File: src/rtl/switch_debounce_pkg.sv
// Shared defaults for the slide-switch conditioner, plus the sizing helper
// for the per-bit stability counter.
package switch_debounce_pkg;

    localparam int SW_WIDTH        = 10;
    localparam int SW_TICK_DIV     = 50000;
    localparam int SW_STABLE_TICKS = 20;

    // The counter holds at most stable_ticks-1, so clog2(stable_ticks+1) bits suffice.
    function automatic int cnt_width(input int stable_ticks);
        return $clog2(stable_ticks + 1);
    endfunction

endpackage

File: src/rtl/debounce_bit.sv
// One switch bit: stability counter, debounced output flop and change strobe.
// changed_next is exported so the top can register an aligned OR of all strobes.
module debounce_bit
    import switch_debounce_pkg::*;
#(
    parameter int STABLE_TICKS = SW_STABLE_TICKS
) (
    input  logic clk_clk,
    input  logic reset_reset,
    input  logic sync_bit,
    input  logic tick,
    output logic debounced,
    output logic changed,
    output logic changed_next
);

    localparam int CW = cnt_width(STABLE_TICKS);
    localparam logic [CW-1:0] CNT_LAST = CW'(STABLE_TICKS - 1);

    logic [CW-1:0] cnt;
    logic [CW-1:0] cnt_next;
    logic          debounced_next;

    // Agreement with the output wipes progress even on a tick, so bounce restarts qualification.
    always_comb begin
        cnt_next       = cnt;
        debounced_next = debounced;
        changed_next   = 1'b0;
        if (sync_bit == debounced) begin
            cnt_next = '0;
        end else if (tick) begin
            if (cnt == CNT_LAST) begin
                debounced_next = ~debounced;
                changed_next   = 1'b1;
                cnt_next       = '0;
            end else begin
                cnt_next = cnt + 1'b1;
            end
        end
    end

    always_ff @(posedge clk_clk or posedge reset_reset) begin
        if (reset_reset) begin
            cnt       <= '0;
            debounced <= 1'b0;
            changed   <= 1'b0;
        end else begin
            cnt       <= cnt_next;
            debounced <= debounced_next;
            changed   <= changed_next;
        end
    end

endmodule

File: src/rtl/switch_debounce.sv
// Debounces the raw slide-switch pins feeding the switches PIO: 2-flop
// synchroniser, shared sample-tick prescaler and one stability counter per bit.
module switch_debounce
    import switch_debounce_pkg::*;
#(
    parameter int WIDTH        = SW_WIDTH,
    parameter int TICK_DIV     = SW_TICK_DIV,
    parameter int STABLE_TICKS = SW_STABLE_TICKS
) (
    input  logic             clk_clk,
    input  logic             reset_reset,
    input  logic [WIDTH-1:0] sw_raw,
    output logic [WIDTH-1:0] sw_debounced,
    output logic [WIDTH-1:0] sw_changed,
    output logic             sw_any_change,
    output logic             tick
);

    localparam int PW = (TICK_DIV > 1) ? $clog2(TICK_DIV) : 1;
    localparam logic [PW-1:0] PRESC_LAST = PW'(TICK_DIV - 1);

    logic [WIDTH-1:0] sync1;
    logic [WIDTH-1:0] sync2;
    logic [PW-1:0]    presc;
    logic [WIDTH-1:0] changed_next;

    always_ff @(posedge clk_clk or posedge reset_reset) begin
        if (reset_reset) begin
            sync1 <= '0;
            sync2 <= '0;
        end else begin
            sync1 <= sw_raw;
            sync2 <= sync1;
        end
    end

    // tick is registered off the terminal count, so it lands one edge after the wrap value.
    always_ff @(posedge clk_clk or posedge reset_reset) begin
        if (reset_reset) begin
            presc <= '0;
            tick  <= 1'b0;
        end else begin
            tick <= (presc == PRESC_LAST);
            if (presc == PRESC_LAST) begin
                presc <= '0;
            end else begin
                presc <= presc + 1'b1;
            end
        end
    end

    for (genvar g = 0; g < WIDTH; g++) begin : g_bit
        debounce_bit #(
            .STABLE_TICKS (STABLE_TICKS)
        ) u_bit (
            .clk_clk      (clk_clk),
            .reset_reset  (reset_reset),
            .sync_bit     (sync2[g]),
            .tick         (tick),
            .debounced    (sw_debounced[g]),
            .changed      (sw_changed[g]),
            .changed_next (changed_next[g])
        );
    end

    always_ff @(posedge clk_clk or posedge reset_reset) begin
        if (reset_reset) begin
            sw_any_change <= 1'b0;
        end else begin
            sw_any_change <= |changed_next;
        end
    end

endmodule

File: config.mk
export PLATFORM = sky130hd
export DESIGN_NAME = switch_debounce
export DESIGN_NICKNAME = d
export VERILOG_FILES = /design/src/rtl/switch_debounce_pkg.sv /design/src/rtl/debounce_bit.sv /design/src/rtl/switch_debounce.sv
export SDC_FILE = /design/constraint.sdc
export NUM_CORES = 1
export LEC_CHECK = 0
export CAP_MARGIN = 40
export CORE_MARGIN = 10
export CORE_UTILIZATION = 30
export CTS_BUF_LIST = sky130_fd_sc_hd__clkbuf_8 sky130_fd_sc_hd__clkbuf_16
export CTS_CLUSTER_DIAMETER = 200
export CTS_CLUSTER_SIZE = 40
export DETAILED_ROUTE_END_ITERATION = 8
export GPL_TIMING_DRIVEN = 1
export MAX_ROUTING_LAYER = met4
export PLACE_DENSITY = 0.51
export SYNTH_ARGS = -nofsm -noshare
export SYNTH_HDL_FRONTEND = slang
export SYNTH_HIERARCHICAL = 1
export SYNTH_SLANG_ARGS = --single-unit
export TNS_END_PERCENT = 20
File: constraint.sdc
create_clock -name clk_clk -period 3.3 [get_ports clk_clk]
set_clock_uncertainty 0.2 [all_clocks]
set_input_delay 0.33 -clock clk_clk [delete_from_list [all_inputs] [get_ports clk_clk]]
set_output_delay 0.33 -clock clk_clk [all_outputs]
set_load 0.05 [all_outputs]
## Word-level counts from Yosys, hierarchy flattened

Cells that the tools add are included.

- Register bits: 108
- Input bits: 12
- Output and inout port bits: 22
- Word-level logic and storage cells: 169

- $add $sub $neg: 11
- Equality and inequality tests: 21
- Mux-type cells: 61
- Bitwise logic cells: 20
- Reductions and logical operators: 21

Operators with widths:

| cell | count |
|---|---|
| $mux W5 | 30 |
| $add A5 B1 Y5 const B | 10 |
| $eq A5 B5 Y1 const B | 10 |
| $mux W1 | 30 |
| $reduce_and A3 Y1 | 10 |
| $not A1 Y1 | 20 |
| $reduce_bool A2 Y1 | 10 |
| $add A16 B1 Y16 const B | 1 |
| $eq A16 B16 Y1 const B | 1 |
| $mux W16 | 1 |
| $eq A1 B1 Y1 | 10 |
| $reduce_or A10 Y1 | 1 |

## Longest topological paths before layout

- Word-level depth: 5
- Depth in mapped cells: 6
- Gate-level depth less buffers: 6

## By module

The synthesis kept the hierarchy.

By module, submodules not included:

| module | instances | cells an instance | area an instance (um^2) |
|---|---|---|---|
| debounce_bit | 10 | 32 | 361.6 |
| switch_debounce | 1 | 94 | 1328.8 |

## Least setup slack after synthesis

OpenSTA, ideal clock, no wires.

- Path kind: reg2reg
- Start: reg tick
- End: reg g_bit[0].u_bit.cnt[2]
- Arrival: 2.418 ns
- Data required time: 3.021 ns
- Path slack: 0.602 ns
- Stages on the path, launching flop included: 4
- Path buffers: 0
- Clock period less this slack: 2.698 ns
- Cell sequence: dfrtp_1 -> nand2_1 -> or3_1 -> a21oi_1

- Word-level cells in the longest chain between the ends: 1

Ends and longest elaborated chain:

| element | line | RTL |
|---|---|---|
| start, declared | switch_debounce.sv:16 | `output logic tick` |
| start signal, assigned | switch_debounce.sv:43 | `tick <= (presc == PRESC_LAST);` |
| $reduce_bool A2 Y1 (no line) | n/a |  |
| end signal, assigned | debounce_bit.sv:48 | `cnt <= cnt_next;` |
| end, declared | debounce_bit.sv:20 | `logic [CW-1:0] cnt;` |

Every way passes these cells.
A chain may end at the register's enable or synchronous reset.

## Worst setup path in the final report

- Start: reg tick
- End: out tick

No word-level cell between the ends.

==> results by group <==
Status
  • Outcome: finished, final reports clean

Critical path
  • CP max stage delay: 910 ps
  • R2R Setup Slk: roughly 1200 ps
  • Worst flop-to-flop path endpoint: presc[9]
  • Setup crit end: tick
  • WP buf/inv: 1
  • Worst-path maximum fanout: 19
  • Worst r2r src: presc[4]
  • Crit-path cells: clkdlybuf4s50_1
  • Crit start category: flop
  • Crit Path Category: flop to output pin
  • Slowest stage cell, crit path: clkdlybuf4s50_1
  • Required @ worst endpoint: roughly 2800 ps
  • Crit path max-delay family: buffers and inverters
  • CP endpoint kind: output pin
  • Cell count of the worst reg-to-reg path: 4
  • CP Launch Point: tick
  • CP arrival: 1870 ps
  • Stages on worst setup path: 1

Timing
  • Final setup fails: 0
  • Peak Freq: roughly 0.42 GHz
  • Final worst slack: approximately 900 ps
  • Ratio of final minimum period to clock period: between 70 and 80%
  • Crit path time final: ~2400 ps
  • Slew of the pin with the lowest slew margin: between 500 and 600 ps
  • RSZ-0062 raised after global routing: no
  • TNS Setup: 0 ps
  • Final Max Slew Viols: 0
  • Slew headroom: a little over three fifths
  • Worst hold margin: 148.6 ps
  • Final hold vios: 0

Yosys
  • Post-synth top cells: 108 x dfrtp_1, 40 x nor2_1, 31 x a21oi_1, 25 x nand2_1, 20 x and2b_1
  • Synth warn: 6
  • Gate count of the mapped netlist: 414
  • Asr flop ratio synth: 100.0%
  • Synth unique cells: 28
  • Yosys top cell area share: between 50 and 60%
  • Number of synthesized flops with an enable pin: 0
  • Yosys top cell by area: dfrtp_1
  • Syn avg cell area: between 10 and 15 um^2
  • Top post-synthesis cells by area: dfrtp_1 55%, nor4bb_4 5.1%, a21oi_1 3.1%
  • #FFs+latches synth: ~110
  • Post-synthesis sequential area ratio: between 50% and 60%
  • Count leader, synth: dfrtp_1
  • Top FF cell, synth: dfrtp_1
  • Post-Syn Nets: between 400 and 500
  • Post-synthesis instance area: approximately 5000 um^2

Die
  • Num rows: 46
  • Die width: between 100 and 150 um
  • Die area: approximately 22000 um^2
  • Starting density of the core: a little under a third
  • Core ar.: 16000 um^2
  • I/O pins: 34
  • Die H: approximately 150 um

Clock tree
  • Clock root buffer: clkbuf_16
  • H-tree levels: 3
  • CTS Hold Bufs: 0
  • Skew-Pair Late Insertion Delay: approximately 350 ps
  • CTS Buffer Depth: 2
  • # clock sinks: between 100 and 150
  • Post-CTS setup buffer count: 0
  • Post-CTS Resized: 0
  • CTS tree: built
  • Clock-pin slew on the worst setup and hold paths: around 70 ps
  • TritonCTS buffer count: 9

GRT
  • Largest net degree at the start of global routing: 54
  • Global-route wire length before repair: about 17000 um
  • Vias in the first global route: between 3000 and 4000
  • Overall Global Routing Usage: under 10%
  • Initial antenna violation count: 0
  • Grt total ovfl: 0

Drt
  • Final ANT Viol Nets: 0
  • Detailed-route DRC error count: 0
  • Vias per cell: between 4 and 5
  • Wirelength per Cell: 13.85 um
  • Final WL: between 9000 and 10000 um
  • Initial DRC Count: ~140
  • DR pass1 iterations: 4
  • Via count: about 3200

Cells and area
  • Final Non-Filler Cells: a little under 700
  • Area growth, synth to finish: 18.90%
  • Final nets: 485
  • Share of post-route cells with drive strength above 1: a little under an eighth
  • ANT cells: 0

Place
  • PortBufs: 33
  • Final GP Congestion: roughly 0.80
  • Place WS: between 1000 and 1500 ps
  • Dpl cells: ~670
  • DPL Wire Length: 6751 um

Job
  • Max-Cap Viols: 0

Pwr
  • PwrDens: 407.9 nW/um^2
  • Static Leak: roughly 0.0026 uW
  • Tot Pwr: around 2400 uW
  • Max rail drop VDD: around 270 uV

Hold path
  • Worst hold path type: flop to flop
-- sequential cells by signal, summed over array words and instances (netlist names) --
name                   flops
g_bit.u_bit/changed       10
g_bit.u_bit/cnt           50
g_bit.u_bit/debounced     10
presc                     16
sw_any_change              1
sync1                     10
sync2                     10
tick                       1
-- cell usage in the layout (no fill, tap or decap), types with 5 or more instances in the layout --
cell and count:
a21oi_1 31, and2b_1 20, and4b_1 10, clkbuf_16 9
clkdlybuf4s50_1 33, dfrtp_1 107, ha_1 11, inv_1 11
mux2_4 10, mux2i_1 11, nand2_1 25, nand2_2 10
nand2b_1 11, nand4_1 16, nor2_1 40, nor4_1 5
nor4bb_4 10, o21ai_0 11, o21ai_1 10, or3_1 11
or3b_1 10, xnor2_1 15, xor2_1 17
-- final cells by class --
type | instances | area, um^2
Inverter | 11 | 41.29
Sequential cell | 108 | 2704
Tap cell | 216 | 270.3
Clock buffer | 10 | 239.0
Clock inverter | 6 | 31.28
Timing Repair Buffer | 37 | 392.9
Multi-Input combinational cell | 295 | 2201
Fill cell | 1608 | 10120
-- cells by family (layout without fill, tap and decap cells) --
group           count (synthesis)  count (layout)  share of synthesized area [%]
compound gates                 52              52                          5.263
xor+xnor                       32              32                          5.668
fa+ha+maj                      11              11                          2.783
buf+inv                        11              64                         0.8350
flops                         108             108                          54.66
mux                            21              21                          5.263
simple gates                  179             179                          25.53
-- where the power goes --
group          total [uW]  leakage (uW)  switching (uW)  internal, uW
registers            1340       0.00145            6.35          1340
logic                66.4      0.000971            43.6          22.9
clock network         990      0.000139             466           524
-- through the flow --
step,util [%],cell area (um^2)
after CTS,36.75,5879
after floorplan,-,4945
final,36.75,5879
after global placement,34.88,5582
after global routing,36.75,5879
after detailed placement,35.06,5609
-- worst min path at each step --
stage	end	start	slack (ps)	cells after the start
6_report	sync2[2]	sync1[2]	150	0
3_5_place_dp	sync2[2]	sync1[2]	130	0
3_3_place_gp	sync2[4]	sync1[4]	130	0
2_1_floorplan	g_bit[0].u_bit/changed	reset_reset	-70	1
4_1_cts	sync2[2]	sync1[2]	150	0
5_1_grt	sync2[7]	sync1[7]	160	0
-- per-layer routing --
metal | part of all wire [%] | vias to the layer above | global-route usage, %
met2 | 47 | 38 | 14.12
li1 | - | 1563 | -
met4 | 0.79 | 0 | 3.023
met1 | 48 | 1586 | 11.90
met3 | 4.2 | 4 | 3.610
met5 | 0 | - | -
No activity file was read; power rests on OpenSTA's default activity.
